[src/rtl/debug_seg_pager_if.sv]
// debug_seg_pager_if: channel data, buttons and display outputs of the paged
// seven-segment debug readout.
interface debug_seg_pager_if #(
    parameter int N_DIG = 8,
    parameter int N_CH  = 4
);
    localparam int PW = (N_CH > 1) ? $clog2(N_CH) : 1;
    logic [4*N_DIG*N_CH-1:0] ch_data;
    logic                    btn_next;
    logic                    btn_freeze;
    logic                    auto_en;
    logic [7*N_DIG-1:0]      led;
    logic [PW-1:0]           page;
    logic                    frozen;
    modport master (output ch_data, btn_next, btn_freeze, auto_en, input led, page, frozen);
    modport slave (input ch_data, btn_next, btn_freeze, auto_en, output led, page, frozen);
endinterface

[src/rtl/debug_seg_pager.sv]
// debug_seg_pager: paged seven-segment debug readout with debounced paging/freeze buttons.
// Timed auto rotation is built only when AUTO_ROTATE_EN is defined.
module dig_ctrl (
    input  logic [3:0] nib,
    output logic [6:0] seg
);
    // Active-high segments, bit order {g,f,e,d,c,b,a}
    localparam logic [6:0] LUT [16] = '{
        7'h3f, 7'h06, 7'h5b, 7'h4f, 7'h66, 7'h6d, 7'h7d, 7'h07,
        7'h7f, 7'h6f, 7'h77, 7'h7c, 7'h39, 7'h5e, 7'h79, 7'h71
    };
    assign seg = LUT[nib];
endmodule

module seg_debounce #(
    parameter int DEB_CYCLES = 65536
) (
    input  logic clk,
    input  logic rst,
    input  logic raw,
    output logic pulse
);
    localparam int CW = $clog2(DEB_CYCLES + 1);
    logic [1:0]    sync;
    logic          acc;
    logic [CW-1:0] cnt;
    logic          diff;
    logic          done;
    assign diff  = sync[1] != acc;
    assign done  = diff && (cnt == CW'(DEB_CYCLES));
    assign pulse = done && sync[1];
    always_ff @(posedge clk or posedge rst) begin
        if (rst) begin
            sync <= '0;
            acc  <= 1'b0;
            cnt  <= '0;
        end else begin
            sync <= {sync[0], raw};
            cnt  <= (!diff || done) ? '0 : cnt + 1'b1;
            if (done) acc <= sync[1];
        end
    end
endmodule

module debug_seg_pager #(
    parameter int N_DIG       = 8,
    parameter int N_CH        = 4,
    parameter int DEB_CYCLES  = 65536,
    parameter int AUTO_CYCLES = 25000000
) (
    input logic clk,
    input logic rst,
    debug_seg_pager_if.slave bus
);
    localparam int PW = (N_CH > 1) ? $clog2(N_CH) : 1;
    localparam int DW = 4 * N_DIG;
    logic              next_p;
    logic              frz_p;
    logic              tick;
    logic [PW-1:0]     page;
    logic [PW-1:0]     page_nxt;
    logic              frozen;
    logic [DW*N_CH-1:0] live;
    logic [DW*N_CH-1:0] snap;
    logic [DW*N_CH-1:0] src;
    logic [DW-1:0]     disp;

    seg_debounce #(.DEB_CYCLES(DEB_CYCLES)) u_next (.clk(clk), .rst(rst), .raw(bus.btn_next), .pulse(next_p));
    seg_debounce #(.DEB_CYCLES(DEB_CYCLES)) u_frz (.clk(clk), .rst(rst), .raw(bus.btn_freeze), .pulse(frz_p));

`ifdef AUTO_ROTATE_EN
    localparam int TW = (AUTO_CYCLES > 1) ? $clog2(AUTO_CYCLES) : 1;
    logic [1:0]    auto_sync;
    logic [TW-1:0] tmr;
    assign tick = auto_sync[1] && !frozen && (tmr == TW'(AUTO_CYCLES - 1));
    // A manual advance restarts the dwell so the new page gets a full period
    always_ff @(posedge clk or posedge rst) begin
        if (rst) begin
            auto_sync <= '0;
            tmr       <= '0;
        end else begin
            auto_sync <= {auto_sync[0], bus.auto_en};
            tmr       <= (!auto_sync[1] || frozen || next_p || tick) ? '0 : tmr + 1'b1;
        end
    end
`else
    assign tick = 1'b0;
`endif

    assign page_nxt = (N_CH == 1 || page == PW'(N_CH - 1)) ? '0 : page + 1'b1;
    assign src      = frozen ? snap : live;

    always_ff @(posedge clk or posedge rst) begin
        if (rst) begin
            page   <= '0;
            frozen <= 1'b0;
            live   <= '0;
            snap   <= '0;
            disp   <= '0;
        end else begin
            live <= bus.ch_data;
            if (next_p || tick) page <= page_nxt;
            if (frz_p) frozen <= !frozen;
            if (frz_p && !frozen) snap <= bus.ch_data;
            disp <= src[DW*int'(page) +: DW];
        end
    end

    assign bus.page   = page;
    assign bus.frozen = frozen;

    for (genvar d = 0; d < N_DIG; d++) begin : g_dig
        dig_ctrl u_dig (.nib(disp[4*d +: 4]), .seg(bus.led[7*d +: 7]));
    end
endmodule

[src/flat_wrapper.sv]
// flat-port wrapper written by rule: the top's interface ports become plain ports
module debug_seg_pager_flat 
#(
    parameter int N_DIG       = 8,
    parameter int N_CH        = 4,
    parameter int DEB_CYCLES  = 65536,
    parameter int AUTO_CYCLES = 25000000
)
  (clk, rst, bus_ch_data, bus_btn_next, bus_btn_freeze, bus_auto_en, bus_led, bus_page, bus_frozen);
  debug_seg_pager_if #(.N_DIG(N_DIG), .N_CH(N_CH)) bus_i ();
  input logic clk;
  input logic rst;
  input wire logic [$bits(bus_i.ch_data)-1:0] bus_ch_data;
  input wire logic [$bits(bus_i.btn_next)-1:0] bus_btn_next;
  input wire logic [$bits(bus_i.btn_freeze)-1:0] bus_btn_freeze;
  input wire logic [$bits(bus_i.auto_en)-1:0] bus_auto_en;
  output wire logic [$bits(bus_i.led)-1:0] bus_led;
  output wire logic [$bits(bus_i.page)-1:0] bus_page;
  output wire logic [$bits(bus_i.frozen)-1:0] bus_frozen;
  assign bus_i.ch_data = bus_ch_data;
  assign bus_i.btn_next = bus_btn_next;
  assign bus_i.btn_freeze = bus_btn_freeze;
  assign bus_i.auto_en = bus_auto_en;
  assign bus_led = bus_i.led;
  assign bus_page = bus_i.page;
  assign bus_frozen = bus_i.frozen;
  debug_seg_pager #(.N_DIG(N_DIG), .N_CH(N_CH), .DEB_CYCLES(DEB_CYCLES), .AUTO_CYCLES(AUTO_CYCLES)) u_core (.clk(clk), .rst(rst), .bus(bus_i));
endmodule
[config.mk]
export PLATFORM = sky130hd
export DESIGN_NAME = debug_seg_pager_flat
export DESIGN_NICKNAME = d
export VERILOG_FILES = /design/src/rtl/debug_seg_pager_if.sv /design/src/rtl/debug_seg_pager.sv /design/src/flat_wrapper.sv
export SDC_FILE = /design/constraint.sdc
export NUM_CORES = 1
export LEC_CHECK = 0
export ABC_AREA = 1
export CORE_MARGIN = 1.5
export CORE_UTILIZATION = 61
export DETAILED_ROUTE_END_ITERATION = 8
export GPL_ROUTABILITY_DRIVEN = 0
export PLACE_DENSITY = 0.92
export RECOVER_POWER = 100
export SETUP_SLACK_MARGIN = 0.4
export SLEW_MARGIN = 20
export SYNTH_ARGS = -nofsm -noshare
export SYNTH_HDL_FRONTEND = slang
export SYNTH_SLANG_ARGS = --single-unit
[constraint.sdc]
create_clock -name clk -period 36.2 [get_ports clk]
set_input_delay 7.24 -clock clk [delete_from_list [all_inputs] [get_ports clk]]
set_output_delay 7.24 -clock clk [all_outputs]
set_load 0.01 [all_outputs]
---- Word-level counts from Yosys, hierarchy flattened ----
Memories as Yosys holds them, arrays and structs flattened.
Index checks and enable logic that the tools add are counted.
storage, ports and cells
  bits in registers ....................... 331
  latch bits .............................. 0
  bits in writable memories ............... 0
  memory bits (read-only) ................. 896
  input bits .............................. 133
  output and inout port bits .............. 59
  logic and storage cells ................. 74
  memories kept ........................... 8
memory list
  name              depth  width  rd ports  clocked after memory_dff  write ports  RTL line               source
  (name not given)  16     7      1         0                         0            debug_seg_pager.sv:12  assign seg = LUT[nib];
  (name not given)  16     7      1         0                         0            debug_seg_pager.sv:12
  (name not given)  16     7      1         0                         0            debug_seg_pager.sv:12
  (name not given)  16     7      1         0                         0            debug_seg_pager.sv:12
  (name not given)  16     7      1         0                         0            debug_seg_pager.sv:12
  (name not given)  16     7      1         0                         0            debug_seg_pager.sv:12
  +2 memories       n/a    n/a    n/a       n/a                       n/a          n/a
cells by class
  $add $sub $neg .......................... 3
  multipliers ............................. 0
  div/mod/pow operators ................... 0
  order comparisons ....................... 8
  eq/ne operators ......................... 5
  shift-type cells ........................ 1
  multiplexer cells ....................... 20
  bitwise logic cells ..................... 8
  reduce and logical (&&, ||, !) cells .... 10
operators with widths
  cell                     number
  $mux W128                1
  $shiftx A128 B8 Y32      1
  $mux W7                  16
  $ge A5 B5 Y1 const B     8
  $not A4 Y5               8
  $add A17 B1 Y17 const B  2
  $eq A17 B17 Y1 const B   2
  $mux W17                 2
  $logic_and A1 B1 Y1      5
  $logic_not A1 Y1         3
  $add A2 B1 Y2 const B    1
  $eq A2 B2 Y1 const B     1
  $logic_or A1 B1 Y1       2
  $mux W2                  1
  $ne A1 B1 Y1             2

---- Depth between registers and ports, before layout ----
  depth after elaboration ................. 4
  depth in mapped cells ................... 10
  depth with buffers taken out ............ 9

---- Hierarchy ----
Synthesis repeated with hierarchy kept, for this count alone.
unflattened totals
  cells, all modules ...................... 2158
  area, all modules ....................... 16453.3 um^2
modules (own cells, without submodules)
  module           times used  cells an instance  area each (um^2)  seq. area each (um^2)
  debug_seg_pager  1           1436               11999.0           7282.0
  seg_debounce     2           153                1146.1            500.5
  dig_ctrl         8           52                 270.3             0.0

---- Worst setup path after synthesis ----
OpenSTA, ideal clock, no wires.
  path type ............................... register to output
  start point ............................. register u_core.disp[21]
  end point ............................... output bus_led[38]
  arrival ................................. 1.125 ns
  required time ........................... 28.960 ns
  setup slack ............................. 27.835 ns
  stages on the path, launching flop included .. 7
  buffers on the path ..................... 0
  cell sequence ........................... dfrtp_1 -> inv_1 -> ha_1 -> a21oi_1 -> inv_1 -> a21oi_1 -> a31oi_1
between the ends
  longest elaborated chain between the ends .. 4
RTL lines
  item                                         RTL line                source
  start, declared                              debug_seg_pager.sv:66   logic [DW-1:0] disp;
  start signal, assigned                       debug_seg_pager.sv:105  disp <= src[DW*int'(page) +: DW];
  $not A4 Y5 (implied by the code)             debug_seg_pager.sv:12
  $mem_v2 Z16 W7                               n/a
  $mux W7 (implied by the code) (2 in series)  debug_seg_pager.sv:12
  end, declared                                flat_wrapper.sv:17      output wire logic [$bits(bus_i.led)-1:0] bus_led;
No other way between the ends. The select of a mux whose other input is x is not followed.

==> summary.md <==
| Metric | Value |
|---|---|
| Crit path from | rst |
| GRT busiest layer | met2 |
| Hold Vio Cnt, Final | 0 |
| TNS Setup | 0 ns |
| Synth warn | 0 |
| Sink Count | 331 |
| Synth Register Bits | 331 |
| Hold EP | u_core.u_next.sync[1] |
| CP max stage delay | 3.31 ns |
| Die area | 27300 µm² |
| Chip Width | 165 µm |
| Critical path data required time | 35.82 ns |
| Synth Instances | 1843 |
| Dpl hpwl | roughly 27000 µm |
| Distinct cell type count after synthesis | 32 |
| Final setup fails | 0 |
| Vias/cell | 6.08 |
| Hold Path Class | reg2reg |
| CTS tree | built |
| Hold buffer count at CTS | 0 |
| CP Cell Sequence | dlygate4sd3_1 -> clkinvlp_2 -> clkbuf_1 |
| Largest net degree at the start of global routing | 109 |
| Site Rows | 59 |
| Syn_nets | 2037 |
| Grt met2 use | 51.0% |
| Root buffer cell | clkbuf_16 |
| Post-Route Skew | between 0.008 and 0.009 ns |
| GRT Overall Usage | 32.0% |
| Post-Synthesis Cell Area | 16000 µm² |
| Worst Path Max Fanout | 97 |
| Port Buffers | 190 |
| Fmax achieved | 72.1 MHz |
| Register area share after synthesis | 51.6% |
| Worst-case clock buffer depth | 3 |
| Routed Antenna Nets | 0 |
| Die height | between 150 and 200 µm |
| GR met1 Demand/Resource | between 40% and 50% |
| Ports | between 150 and 200 |
| Slew Limit Fails | about 600 |
| WP buf/inv | 3 |
| FF-to-FF End | u_core.snap[95] |
| First-pass GRT wire length | about 70000 µm |
| Max-cap violation count | 9 |
| Setup Buffers After CTS | 0 |
| Tcrit/Tclk final | 38.3% |
| Post-cts repair resize count | 0 |
| Worst Tran Pin Value | about 4.8 ns |
| R2R setup slack | 29.33 ns |
| CP max stage cell | clkbuf_1 |
| Min-delay src | u_core.u_next.sync[0] |
| Avg Synthesized Cell Area | 8.70 µm² |
| CP delay by family, top | buffers and inverters |
| Status | finished with violations |
| Slew headroom | -218% |
| Drt initial violations | 1745 |
| Vias | roughly 14000 |
| H-tree depth | 1 |
| # nets final | between 2000 and 2500 |
| WS Path Type | in2async |
| R2R Path Start | u_core.bus.frozen |
| CORE AREA | 25900 µm² |
| CP Launch Type | input pin |
| Drc violations | 0 |
| Fraction of layout cells with a size suffix above 1 | a little under a tenth |
| Initial Util | 61.9% |
| Reg clk slew, reported paths | 0.06 ns |
| Grt ovf | 0 |
| DR pass1 iterations | 6 |
| WL per Instance | 18.6 µm |
| Critical path arrival | 13.49 ns |
| PD cells | 42.8 nW/µm² |
| Tmin final | 13.87 ns |
| Hold depth | 0 |
| Antenna violations before repair | 7 |
| Peak supply drop | about 37 µV |
| Drt total wl | 43600 µm |
| Area growth syn-to-layout | 17.6% |
| Violated checks | capacitance limit, slew limit |
| Leak | 8.25 nW |
| Total CTS buffers | 31 |
| Clk_lat worst skew | 0.57 ns |
| Hold_ws | 0.359 ns |
| Crit. End Element | async pin |
| RSZ-0062 raised after global routing | no |
| Worst R2R Path Depth | 6 |
| Vias in the first global route | 13600 |
| Met3 Use GR | 6.07% |
-- flip-flops by register name, indices dropped and copies added, names as in the netlist --
register,cells
u_core.bus.frozen,1
u_core.bus.page,2
u_core.disp,32
u_core.live,128
u_core.snap,128
u_core.u_frz.acc,1
u_core.u_frz.cnt,17
u_core.u_frz.sync,2
u_core.u_next.acc,1
u_core.u_next.cnt,17
u_core.u_next.sync,2
-- worst register-to-register path, cell delays in order (launching register included) --
cell	delay, ns
dfrtp_1	1.41
inv_6	0.51
nand4_4	0.27
buf_4	0.72
clkbuf_1	3.45
nand2_1	0.20
nand2_1	0.22
-- how the worst max path moves through the flow --
stage                              endpoint  slack (ns)  depth (start not counted)
after floorplan           u_core.bus.frozen       19.79                          1
final                       u_core.live[19]       22.33                          3
after detailed placement    u_core.live[57]       26.82                          3
after global routing        u_core.live[57]       20.76                          3
after global placement      u_core.live[57]       26.87                          3
after CTS                       bus_led[52]       26.55                          7
-- cell families (layout without fill, tap and decap cells) --
logic type	Yosys count	in the layout	synth area share, %
other cells	0	4	0
compound gates	277	277	9.27
buf+inv	223	377	7.16
fa+ha+maj	61	61	4.76
xor+xnor	15	15	0.819
flops	331	331	51.6
simple gates	936	936	26.4
-- placed cells by master, fill, tap and decap left out, types with 30 or more instances in the layout --
cell type / netlist / routed
clkbuf_16: 0 / 31
dfrtp_1: 331 / 330
dlygate4sd3_1: 0 / 188
ha_1: 61 / 61
inv_1: 108 / 106
nand2_1: 415 / 417
nand2_2: 103 / 101
nand3_1: 30 / 30
nand4_1: 134 / 134
nor2_1: 232 / 233
o21ai_0: 129 / 145
o21ai_1: 49 / 33
o22ai_1: 64 / 64
-- metrics by stage --
stage / util [%] / setup slack, ns / cell area [µm²] / power [mW] / cells
final: 72.8 / 22.33 / 18900 / 0.808 / 2336
after global routing: 72.8 / 20.76 / 18900 / 0.831 / 2334
after CTS: 72.9 / 26.55 / 18900 / 0.810 / 2331
after detailed placement: 68.6 / 26.82 / 17800 / 0.460 / 2274
after global placement: 68.6 / 26.87 / 17800 / 0.457 / 2274
after floorplan: - / 19.79 / 16000 / 0.421 / 1843
-- layout make-up --
cell class	instances	area [µm²]
flip-flops and latches	331	8280
inverters	116	442
diodes	4	10.0
clock buffers	39	866
multi-input cells	1289	6600
fillers	1629	7040
repair buffers	204	1980
well taps	335	419
clock inverters	18	264
-- layer usage --
metal  wire [µm]  vias up
met5          32        -
li1            -     6323
met2       20700      878
met4        2170        6
met3        4380      141
met1       16300     6854
-- Yosys cell counts (all sizes together) --
cell    count  area (µm²)
or2         1        6.26
nand3      31         160
clkbuf     31         116
xor2       12         105
nor2      236         911
xnor2       3        26.3
dfrtp     331        8280
nor3       11        65.1
ha         61         763
a21oi      19        95.1
and2        4        25.0
buf        76         594
inv       116         438
o21ai     178         891
nand4     135         860
o22ai      64         400
a31oi      16         100
nand2     518        2200
-- power by group --
| part | total, mW | switching [mW] | internal, mW |
|---|---|---|---|
| sequential | 0.386 | 0.00582 | 0.380 |
| combinational | 0.0641 | 0.0383 | 0.0259 |
| clock | 0.358 | 0.145 | 0.213 |
| total | 0.808 | 0.189 | 0.618 |
Note: power is estimated with default switching activity, not from simulation.
==> RTL edit: new RTL, config.mk and constraints unchanged <==
`DEB_CYCLES` is set to 65536 in 3 places; all go to 131072.
--- a/src/rtl/debug_seg_pager.sv
+++ b/src/rtl/debug_seg_pager.sv
@@ -14,5 +14,5 @@
 
 module seg_debounce #(
-    parameter int DEB_CYCLES = 65536
+    parameter int DEB_CYCLES = 131072
 ) (
     input  logic clk,
@@ -46,5 +46,5 @@
     parameter int N_DIG       = 8,
     parameter int N_CH        = 4,
-    parameter int DEB_CYCLES  = 65536,
+    parameter int DEB_CYCLES  = 131072,
     parameter int AUTO_CYCLES = 25000000
 ) (
--- a/src/flat_wrapper.sv
+++ b/src/flat_wrapper.sv
@@ -4,5 +4,5 @@
     parameter int N_DIG       = 8,
     parameter int N_CH        = 4,
-    parameter int DEB_CYCLES  = 65536,
+    parameter int DEB_CYCLES  = 131072,
     parameter int AUTO_CYCLES = 25000000
 )
Formal check against the unedited RTL: same outputs for any inputs over 10 cycles, from zero or initial values and one cycle with rst high; that may be too few to reach the edited logic, so the function may still have changed.
==> RTL edit against the original RTL <==
  * The run still ends with max-capacitance violations, max-slew violations left
  * Via count fell by 2.4%
  * Area after synthesis fell by 2.2%
  * Worst setup slack got worse by 2.5 ns
  * Utilization rose by 0.43 points
  * Design area fell by 2.2%
  * Sequential cell count rose by 2
  * Register-to-register slack got worse by 0.08 ns
  * Total power fell by 6.5%
  * Routed wire length fell by 4.9%
  * Critical path depth rose by 1
  * Synthesized cell count fell by 0.49%
  * Clock skew rose by 0.0077 ns
  * First-iteration DRC count rose by 1.9%
  * Largest cell class unchanged
  * Largest power group unchanged
  * Highest routed layer unchanged
==> RTL edit: results (changes against the original RTL) <==
status finished, violations left; failing checks max-capacitance violations, max-slew violations; layout overhead on the synthesized area 17.6% (about the same); Max Cap Viol 10 (+1); r2r setup slk 29.25 ns (-0.08 ns); clock-pin slew on the worst setup and hold paths 0.06 ns (about the same); met1 Use GR 39.4% (-2.7 points); largest net degree at the start of global routing 101 (-7.3%); drt total wl 41.4 mm (-4.9%); vias after detailed routing 13900 (-2.4%); Net Count, Synth 2028 (-0.44%); first-pass GRT wire length 65.4 mm (-4.4%); r2r worst-path depth 8 (+2); Fill cells 1660 (+1.9%); cell leakage power 8.20 nW (-0.64%); Final Slew Violations 629 (+4.3%); Rel. slew slack -181% (+38 points); Max VDD drop 39.2 uV (+5.4%); DR iter-0 viols 1779 (+1.9%); grt met3 use 3.99% (-2.1 points); Detailed Routing Iterations Pass 1 6 (unchanged); worst r2r src u_core.u_frz.cnt[0]; Mapped Area 15700 sq um (-2.2%); met2 Usage GRT 51.9% (+0.99 points); max incr delay on CP 2.95 ns (-0.36 ns); Final HPWL DP 26.4 mm (-1.2%); sequential-to-total area share from yosys stat 53.1% (+1.5 points); top post-synthesis cells by count 507 x nand2_1, 333 x dfrtp_1, 232 x nor2_1; ratio of cells with drive above 1 in the final layout 3.07% (-5.9 points); Final Net Count 2158 (-0.42%); antenna violations before repair 9 (+2); post-synthesis cell type count 26 (-19%); Overall Global Routing Usage 31.0% (-0.99 points); DR vias/cell 5.97 (-1.8%); vias in the first global route 13200 (-2.7%); Worst Skew 0.0160 ns (+0.00768 ns); synthesized instance count 1834 (-0.49%)
==> RTL edit: cell count changes after synthesis, moves of 8 or more <==
cell      delta
buf_12      -10
buf_2        -8
buf_4       -13
buf_6       +18
clkbuf_1    +13
nand2_1     +92
nand2_2    -103
o21ai_0     +53
o21ai_1     -49
==> RTL edit: stage by stage <==
| stage | cell area [sq um] | hold slack (ns) | worst slack [ns] |
|---|---|---|---|
| after detailed placement | 17500 | 0.346 | 25.96 |
| after global routing | 18400 | 0.379 | 17.89 |
| after CTS | 18500 | 0.363 | 26.54 |
| final | 18400 | 0.361 | 19.83 |
| after global placement | 17500 | 0.337 | 26.04 |
| after floorplan | 15700 | 0.331 | 19.74 |
==> RTL edit: cells by family (layout without fill, tap and decap cells) <==
group / count (synthesis) / count (layout) / share of synthesized area, %
compound gates: 287 / 287 / 9.87
flops: 333 / 333 / 53.1
buf+inv: 215 / 366 / 6.49
other cells: 0 / 8 / 0
xor+xnor: 19 / 19 / 1.06
fa+ha+maj: 61 / 61 / 4.86
simple gates: 919 / 919 / 24.6
==> RTL edit: per-layer routing <==
layer / part of all wire [%] / up-vias / wire [microns]
li1: - / 6320 / -
met1: 37 / 6656 / 15400
met2: 49 / 736 / 20300
met3: 8.3 / 152 / 3430
met4: 5.6 / 2 / 2330
met5: 0.031 / - / 13
==> RTL edit: worst max path at each step <==
stage,endpoint,slack (ns),startpoint,cells past startpoint
2_1_floorplan,u_core.bus.frozen,19.74,rst,1
3_3_place_gp,u_core.live[30],26.04,rst,4
3_5_place_dp,u_core.live[61],25.96,rst,4
4_1_cts,u_core.live[61],26.54,rst,4
5_1_grt,u_core.live[61],17.89,rst,4
6_report,u_core.snap[94],19.83,rst,4
==> RTL edit: where the power goes <==
group | switching (W) | internal [W] | leakage, nW
sequential | 0.00000572 | 0.000382 | 3.60
combinational | 0.0000363 | 0.0000257 | 4.13
clock | 0.000135 | 0.000171 | 0.474
total | 0.000177 | 0.000579 | 8.20
==> RTL edit: final cells by class <==
class | count | area [sq um] | share of cell area (%)
Antenna cell | 8 | 20.0 | 0.109
Tap cell | 330 | 413 | 2.24
Clock buffer | 46 | 902 | 4.89
Inverter | 108 | 412 | 2.23
Sequential cell | 333 | 8330 | 45.2
Clock inverter | 8 | 47.5 | 0.258
Timing Repair Buffer | 204 | 1990 | 10.8
Multi-Input combinational cell | 1286 | 6330 | 34.3
